File: src/rtl/ram_1port_bist.sv
// Built-in self test for a single-port RAM: writes a pattern to every word, reads it back, counts mismatches.
// Run length 2N+4+RD_LATENCY cycles from start to the cycle after done; start is ignored while busy.
module ram_1port_bist #(
  parameter int ADDR_WIDTH    = 5,
  parameter int DATA_WIDTH    = 8,
  parameter int RD_LATENCY    = 1,
  parameter int ERR_CNT_WIDTH = 3
) (
  input  logic                     clk,
  input  logic                     rst_n,
  input  logic                     start,
  input  logic [1:0]               mode,
  output logic                     busy,
  output logic                     done,
  output logic                     pass,
  output logic [ERR_CNT_WIDTH-1:0] err_cnt,
  output logic [ADDR_WIDTH-1:0]    first_err_addr,
  output logic [ADDR_WIDTH-1:0]    ram_addr,
  output logic [DATA_WIDTH-1:0]    ram_wr_data,
  output logic                     ram_wr_en,
  input  logic [DATA_WIDTH-1:0]    ram_rd_data
);

  typedef enum logic [2:0] {
    S_IDLE,
    S_WRITE,
    S_GAP,
    S_READ,
    S_DRAIN,
    S_DONE
  } state_t;

  state_t                  state, state_nxt;
  logic [1:0]              mode_q;
  logic [ADDR_WIDTH-1:0]   addr_cnt;
  logic [1:0]              drain_cnt;
  logic                    accept;
  logic                    rd_issue;
  logic                    mismatch;
  logic [DATA_WIDTH-1:0]   exp_word;

  logic [RD_LATENCY-1:0]   pipe_vld;
  logic [DATA_WIDTH-1:0]   pipe_exp  [RD_LATENCY];
  logic [ADDR_WIDTH-1:0]   pipe_addr [RD_LATENCY];

  // Mode 3 inverts within the address width before zero-extending, so the top address maps to 0.
  function automatic logic [DATA_WIDTH-1:0] pattern(input logic [1:0] m,
                                                    input logic [ADDR_WIDTH-1:0] a);
    logic [DATA_WIDTH-1:0] a_ext;
    logic [DATA_WIDTH-1:0] inv_ext;
    logic [DATA_WIDTH-1:0] ckb;
    logic [ADDR_WIDTH-1:0] a_inv;
    a_inv   = ~a;
    a_ext   = DATA_WIDTH'(a);
    inv_ext = DATA_WIDTH'(a_inv);
    ckb     = '0;
    for (int i = 0; i < DATA_WIDTH; i++) begin
      ckb[i] = (i % 2 == 1) ? a[0] : ~a[0];
    end
    case (m)
      2'd0:    pattern = '1 - a_ext;
      2'd1:    pattern = a_ext;
      2'd2:    pattern = ckb;
      default: pattern = inv_ext;
    endcase
  endfunction

  assign accept   = (state == S_IDLE) && start;
  assign exp_word = pattern(mode_q, addr_cnt);

  always_ff @(posedge clk or negedge rst_n) begin
    if (!rst_n) begin
      state <= S_IDLE;
    end else begin
      state <= state_nxt;
    end
  end

  always_comb begin
    state_nxt   = state;
    busy        = 1'b1;
    done        = 1'b0;
    ram_wr_en   = 1'b0;
    ram_addr    = '0;
    ram_wr_data = '0;
    rd_issue    = 1'b0;
    case (state)
      S_IDLE: begin
        busy = 1'b0;
        if (start) state_nxt = S_WRITE;
      end
      S_WRITE: begin
        ram_wr_en   = 1'b1;
        ram_addr    = addr_cnt;
        ram_wr_data = exp_word;
        if (&addr_cnt) state_nxt = S_GAP;
      end
      S_GAP: begin
        state_nxt = S_READ;
      end
      S_READ: begin
        ram_addr = addr_cnt;
        rd_issue = 1'b1;
        if (&addr_cnt) state_nxt = S_DRAIN;
      end
      S_DRAIN: begin
        if (drain_cnt == 2'(RD_LATENCY)) state_nxt = S_DONE;
      end
      S_DONE: begin
        done      = 1'b1;
        state_nxt = S_IDLE;
      end
      default: begin
        state_nxt = S_IDLE;
      end
    endcase
  end

  // The address counter wraps to zero at the end of each sweep, leaving it ready for the next phase.
  always_ff @(posedge clk or negedge rst_n) begin
    if (!rst_n) begin
      addr_cnt  <= '0;
      drain_cnt <= '0;
      mode_q    <= '0;
    end else begin
      if (accept) mode_q <= mode;
      if (state == S_WRITE || state == S_READ) begin
        addr_cnt <= addr_cnt + 1'b1;
      end else begin
        addr_cnt <= '0;
      end
      if (state == S_DRAIN) begin
        drain_cnt <= drain_cnt + 2'd1;
      end else begin
        drain_cnt <= '0;
      end
    end
  end

  always_ff @(posedge clk or negedge rst_n) begin
    if (!rst_n) begin
      pipe_vld <= '0;
      for (int i = 0; i < RD_LATENCY; i++) begin
        pipe_exp[i]  <= '0;
        pipe_addr[i] <= '0;
      end
    end else begin
      pipe_vld[0]  <= rd_issue;
      pipe_exp[0]  <= exp_word;
      pipe_addr[0] <= addr_cnt;
      for (int i = 1; i < RD_LATENCY; i++) begin
        pipe_vld[i]  <= pipe_vld[i-1];
        pipe_exp[i]  <= pipe_exp[i-1];
        pipe_addr[i] <= pipe_addr[i-1];
      end
    end
  end

  assign mismatch = pipe_vld[RD_LATENCY-1] && (ram_rd_data != pipe_exp[RD_LATENCY-1]);

  // A non-zero count means a mismatch was already seen this run, since the counter never wraps back to 0.
  always_ff @(posedge clk or negedge rst_n) begin
    if (!rst_n) begin
      err_cnt        <= '0;
      first_err_addr <= '0;
      pass           <= 1'b0;
    end else if (accept) begin
      err_cnt        <= '0;
      first_err_addr <= '0;
      pass           <= 1'b0;
    end else begin
      if (mismatch) begin
        if (err_cnt != '1) err_cnt <= err_cnt + 1'b1;
        if (err_cnt == '0) first_err_addr <= pipe_addr[RD_LATENCY-1];
      end
      if (state == S_DRAIN && state_nxt == S_DONE) begin
        pass <= (err_cnt == '0);
      end
    end
  end

endmodule
File: config.mk
export PLATFORM = sky130hd
export DESIGN_NAME = ram_1port_bist
export DESIGN_NICKNAME = d
export VERILOG_FILES = /design/src/rtl/ram_1port_bist.sv
export SDC_FILE = /design/constraint.sdc
export NUM_CORES = 1
export LEC_CHECK = 0
export CAP_MARGIN = 20
export CORE_ASPECT_RATIO = 0.6
export CORE_MARGIN = 10
export CORE_UTILIZATION = 40
export CTS_CLUSTER_SIZE = 30
export DETAILED_ROUTE_END_ITERATION = 16
export MAX_ROUTING_LAYER = met4
export PLACE_DENSITY_LB_ADDON = 0.15
export SLEW_MARGIN = 20
export SYNTH_ARGS = -nofsm -noshare
export SYNTH_HDL_FRONTEND = slang
export SYNTH_SLANG_ARGS = --single-unit
export TNS_END_PERCENT = 20
File: constraint.sdc
create_clock -name clk -period 2.8 [get_ports clk]
set_clock_uncertainty 0.05 [all_clocks]
set_input_delay 0.56 -clock clk [delete_from_list [all_inputs] [get_ports clk]]
set_output_delay 0.56 -clock clk [all_outputs]
set_load 0.03 [all_outputs]
==> results.py, run 1 <==
metrics = {
    "logic_synthesis": {
        "synthArstFlopShare_pct": 100,
        "ys.flop_type": "dfrtp_1",
        "ys_ff_latch": 34,
        "synth.most_common_cell": "dfrtp_1",
        "seq_area_frac_synth_pct": 51.2,
        "yosys_warnings": 0,
        "syn_nets": 176,
        "ys_types": 29,
        "synth_top_cell_area_share_pct": 51.2,
        "synth_largest_area_cell": "dfrtp_1",
        "synth_area_per_cell_um2": 10.6,
        "syn-cell-area_um2": 1660,
        "synth-edff-count": 0,
        "synth_common_cells": "dfrtp_1 (34), nand2_1 (25), nor2_1 (13), and2_1 (10), mux2i_1 (9)",
        "syn_inst": 157,
        "yosys-top-cells-area": "dfrtp_1 (51%), nand2_1 (5.6%), mux2i_1 (5.4%)",
    },
    "grt": {
        "grt_first_pass_wirelength_mm": 5.79,
        "antenna_found_initial": 0,
        "grt_pass1_vias": 1203,
        "grt_usage_pct": 10.5,
        "grt_overflow": 0,
        "grt_max_degree": 35,
    },
    "floorplan": {
        "die_h_um": 69.9,
        "io-pin-count": 38,
        "coreArea_um2": 4050,
        "chipWidth_um": 103,
        "die_area_um2": 7220,
        "initial_utilization_pct": 41.0,
        "rows": 18,
    },
    "timing": {
        "final-setup-viol-count": 0,
        "tightestPinTransition_ns": 0.612,
        "period_minus_slack_ns": 2.52,
        "fin_setup_tns_ns": 0,
        "drv_slew": 0,
        "finalHoldViolations": 0,
        "fin_crit_sh_pct": 89.9,
        "rsz0062_at_grt": "no",
        "maxSlewHeadroom_pct": 59.1,
        "fmax_mhz": 397,
    },
    "setup_path": {
        "crit_required_ns": 2.19,
        "cp.depth": 4,
        "cp_max_fo": 9,
        "startpoint_type": "register",
        "reg2regPathDepth": 6,
        "cp_slowest_cell": "dfrtp_1",
        "slowest_delay_ns": 0.45,
        "arrival_ns": 1.91,
        "critPathBufInv": 1,
        "endpoint_kind": "output pin",
        "path_class": "register to output pin",
        "cp_top_family": "simple AND/OR/NAND/NOR gates",
        "cp_cell_sequence": "and2b_1 > nand2b_1 > a211oi_1 > dlygate4sd2_1",
    },
    "placed_design": {
        "hpwlAfterDp_mm": 2.70,
        "dp_cells": 240,
        "portBuffers": 37,
        "gp_congestion": 0.876,
    },
    "final_layout": {
        "num-nets-final": 216,
        "multi_input_area_um2": 764,
        "fill_cells": 376,
        "antenna_cells": 0,
        "seq_area_um2": 852,
        "layout-drive-gt1-share_pct": 8.63,
        "syn2layout_area_growth_pct": 30.1,
        "fin_cells": 247,
    },
    "route": {
        "vias_per_cell": 4.73,
        "routed-via-count": 1168,
        "first_pass_iters": 4,
        "drt-total-wl_mm": 3.47,
        "routedWlPerCell_um": 14.0,
        "drc": 0,
        "drt_iter0_drc": 54,
        "final_antenna_net_count": 0,
    },
    "cts": {
        "cts_tree": "yes",
        "cts_setup_buffers": 0,
        "h-tree-depth": 2,
        "clockBufferDepth": 2,
        "path_clk_slew_ns": 0.07,
        "clockRootBuffer": "clkbuf_8",
        "cts_sinks": 34,
        "clock_latency_ns": 0.28,
        "numCtsBuffers": 5,
    },
    "flow_run": {
        "drv_cap": 0,
    },
    "power": {
        "max-vdd-ir-drop_uv": 207,
        "p_leak_nw": 1.08,
        "finalPower_mw": 1.34,
        "power_density_nw_per_um2": 618,
    },
    "worst_hold_path": {
        "whs_path_depth": 1,
        "min_path_type": "register to register",
    },
    "run_status": {
        "outcome": "finished, final reports clean",
    },
}
-- flip-flops by register name, summed over array words and instances (netlist names) --
name	count
pipe_addr	5
first_err_addr	5
pipe_exp	7
drain_cnt	2
pipe_vld	1
addr_cnt	5
mode_q	2
pass	1
err_cnt	3
state	3
-- where the power goes --
group	switching [mW]	internal [mW]	total, mW	leakage (nW)
sequential	0.0395	0.544	0.584	0.404
combinational	0.237	0.190	0.427	0.636
clock	0.159	0.166	0.325	0.0438
-- kinds of logic (layout without fill, tap and decap cells) --
family,count (synthesis),in the layout,share of synthesized area [%]
buf+inv,11,51,2.94
simple gates,67,67,20.3
fa+ha+maj,6,6,4.52
flops,34,34,51.2
xor+xnor,14,14,7.38
mux,11,11,6.78
compound gates,14,14,6.93
-- cell usage in the layout, fill, tap and decap left out, types with 6 or more instances in the layout --
| cell | synthesis | final |
|---|---|---|
| dfrtp_1 | 34 | 33 |
| clkdlybuf4s50_1 | 0 | 28 |
| nand2_1 | 25 | 25 |
| nor2_1 | 13 | 13 |
| and2_1 | 10 | 10 |
| mux2i_1 | 9 | 9 |
| xor2_1 | 8 | 8 |
| inv_1 | 6 | 6 |
| xnor2_1 | 6 | 6 |
| a21oi_1 | 6 | 6 |
| ha_1 | 6 | 6 |
-- metrics by stage --
step                setup WS (ns)  instance area (um2)  utilization [%]  hold slack (ns)
floorplan                   0.286                 1660                -            0.214
global placement            0.298                 2080             51.2            0.371
detailed placement          0.183                 2080             51.2            0.381
CTS                       0.00646                 2150             53.0            0.389
global route               0.0885                 2160             53.3            0.409
finish                      0.284                 2160             53.3            0.386
-- area by class of cell --
class                           count  area share (%)
Tap cell                           50            2.89
Inverter                            6            1.04
Timing Repair Buffer               38            17.7
Sequential cell                    34            39.4
Multi-Input combinational cell    112            35.4
Clock inverter                      2           0.463
Clock buffer                        5            3.18
-- per-layer routing --
layer	up-vias	share of wire [%]	track usage (%)
li1	593	-	-
met1	547	49	13.3
met5	-	0	-
met4	0	0.84	3.53
met2	24	45	15.1
met3	4	5.0	3.63
-- worst paths after layout --
check	end	start	slack, ns
setup / recovery	ram_wr_data[3]	state[2]	0.28
hold / removal	drain_cnt[0]	drain_cnt[0]	0.39
setup reg to reg	first_err_addr[4]	err_cnt[0]	1.08
hold reg to reg	drain_cnt[0]	drain_cnt[0]	0.39
max in group asynchronous	mode_q[1]	rst_n	1.74
min in group asynchronous	pipe_exp[3]	rst_n	0.64
-- repair_timing --
item	in CTS	in global routing
endpoints found under the setup margin	6	4
hold buffers	0	0
resized for setup	6	5
No activity file was read; power rests on OpenSTA's default activity.
==> inputs of run 2 (changes only) <==
Settings changed: CORE_MARGIN 10 to not set.
==> results.py, run 2 (synthesized netlist as in run 1, its figures left out) <==
metrics = {
    "power": {
        "max-vdd-ir-drop_uv": 231,
        "power_density_nw_per_um2": 634,
        "p_leak_nw": 1.07,
        "finalPower_mw": 1.37,
    },
    "final_layout": {
        "post-route-util_pct": 56.6,
        "layout_common_cells": "dfrtp_1 (32), clkdlybuf4s50_1 (28), nand2_1 (25)",
        "final_common_cell": "dfrtp_1",
        "num-nets-final": 216,
        "fill_cells": 341,
        "antenna_cells": 0,
        "regMostFlops": "pipe_exp",
        "syn2layout_area_growth_pct": 30.3,
        "layout-drive-gt1-share_pct": 8.59,
        "fin_cells": 245,
        "final_area_um2": 2170,
        "largest_reg_flops": 7,
    },
    "setup_path": {
        "crit_required_ns": 2.19,
        "endpoint_kind": "output pin",
        "cp_max_fo": 9,
        "critPathBufInv": 2,
        "path_class": "register to output pin",
        "cp_top_family": "simple AND/OR/NAND/NOR gates",
        "startpoint_type": "register",
        "cp_cell_sequence": "and2b_1 > nand2b_1 > inv_1 > and2_1 > dlygate4sd2_1",
        "cp_slowest_cell": "dfrtp_1",
        "arrival_ns": 1.95,
        "slowest_delay_ns": 0.45,
    },
    "timing": {
        "maxSlewHeadroom_pct": 58.6,
        "fin_setup_tns_ns": 0,
        "final-setup-viol-count": 0,
        "drv_slew": 0,
        "period_minus_slack_ns": 2.56,
        "holdWs_ns": 0.392,
        "rsz0062_at_grt": "no",
        "tightestPinTransition_ns": 0.619,
        "fin_crit_sh_pct": 91.5,
        "finalHoldViolations": 0,
        "worst_slack_ns": 0.238,
        "fmax_mhz": 390,
    },
    "cts": {
        "clockRootBuffer": "clkbuf_8",
        "clock_latency_ns": 0.28,
        "numCtsBuffers": 5,
        "h-tree-depth": 2,
        "hold_buffers": 0,
        "cts_sinks": 34,
        "cts_tree": "yes",
        "path_clk_slew_ns": 0.07,
        "clockBufferDepth": 2,
    },
    "worst_hold_path": {
        "min_path_type": "register to register",
    },
    "grt": {
        "grt_overflow": 0,
        "grt_pass1_vias": 1243,
        "grt_first_pass_wirelength_mm": 5.79,
        "grt_usage_pct": 18.1,
        "antenna_found_initial": 0,
        "grt_max_degree": 35,
    },
    "placed_design": {
        "gp_congestion": 0.816,
        "placed_area_um2": 2070,
        "dp_slack_ns": 0.188,
        "portBuffers": 37,
        "dp_cells": 237,
        "hpwlAfterDp_mm": 2.54,
    },
    "route": {
        "drt-total-wl_mm": 3.35,
        "drt_iter0_drc": 45,
        "first_pass_iters": 4,
        "vias_per_cell": 4.90,
        "routedWlPerCell_um": 13.7,
        "drc": 0,
        "final_antenna_net_count": 0,
        "routed-via-count": 1200,
    },
    "run_status": {
        "outcome": "finished, final reports clean",
    },
    "floorplan": {
        "io-pin-count": 38,
        "die_h_um": 51.9,
        "chipWidth_um": 85.2,
        "rows": 17,
        "die_area_um2": 4420,
        "initial_utilization_pct": 43.4,
        "coreArea_um2": 3830,
    },
    "flow_run": {
        "drv_cap": 0,
    },
}
[run 2: layer usage]
layer / vias up / global-route usage (%) / part of all wire (%)
met4: 0 / 6.21 / 0.69
met3: 5 / 4.92 / 4.0
met5: - / - / 0
li1: 595 / - / -
met2: 23 / 25.8 / 43
met1: 577 / 25.0 / 53
[run 2: timing repair]
action,in CTS,in global routing
setup endpoints to repair,6,3
resized for setup,7,4
buffers inserted,0,0
[run 2: final cells by class]
type / instances / area, um2 / area share [%]
multi-input combinational: 112 / 762 / 35.2
clock buffer: 7 / 86.3 / 3.99
clock inverter: 1 / 5.00 / 0.231
sequential: 34 / 853 / 39.4
tap: 47 / 58.8 / 2.72
inverter: 6 / 22.5 / 1.04
timing repair buffer: 38 / 378 / 17.4
[run 2: worst register-to-register path, cell delays in order (launching register included)]
cell and delay (ns):
dfrtp_1 0.41, inv_1 0.09, ha_1 0.13, nor2b_1 0.28, nand2_1 0.14, a31oi_4 0.29, mux2i_1 0.24
[run 2: worst paths after layout]
kind	endpoint	slack [ns]	cells after the start	from
min reg2reg	drain_cnt[0]	0.39	1	drain_cnt[0]
max in group asynchronous	mode_q[1]	1.76	2	rst_n
min in group asynchronous	addr_cnt[1]	0.63	2	rst_n
max reg2reg	first_err_addr[4]	1.08	6	err_cnt[0]
min	drain_cnt[0]	0.39	1	drain_cnt[0]
max	ram_wr_data[2]	0.24	5	state[2]
[run 2: report_power, final]
part,internal [mW],leakage (nW),switching [mW],total (mW)
Clock,0.198,0.0482,0.171,0.369
Combinational,0.190,0.622,0.232,0.422
Sequential,0.544,0.402,0.0384,0.582
Total,0.932,1.07,0.441,1.37
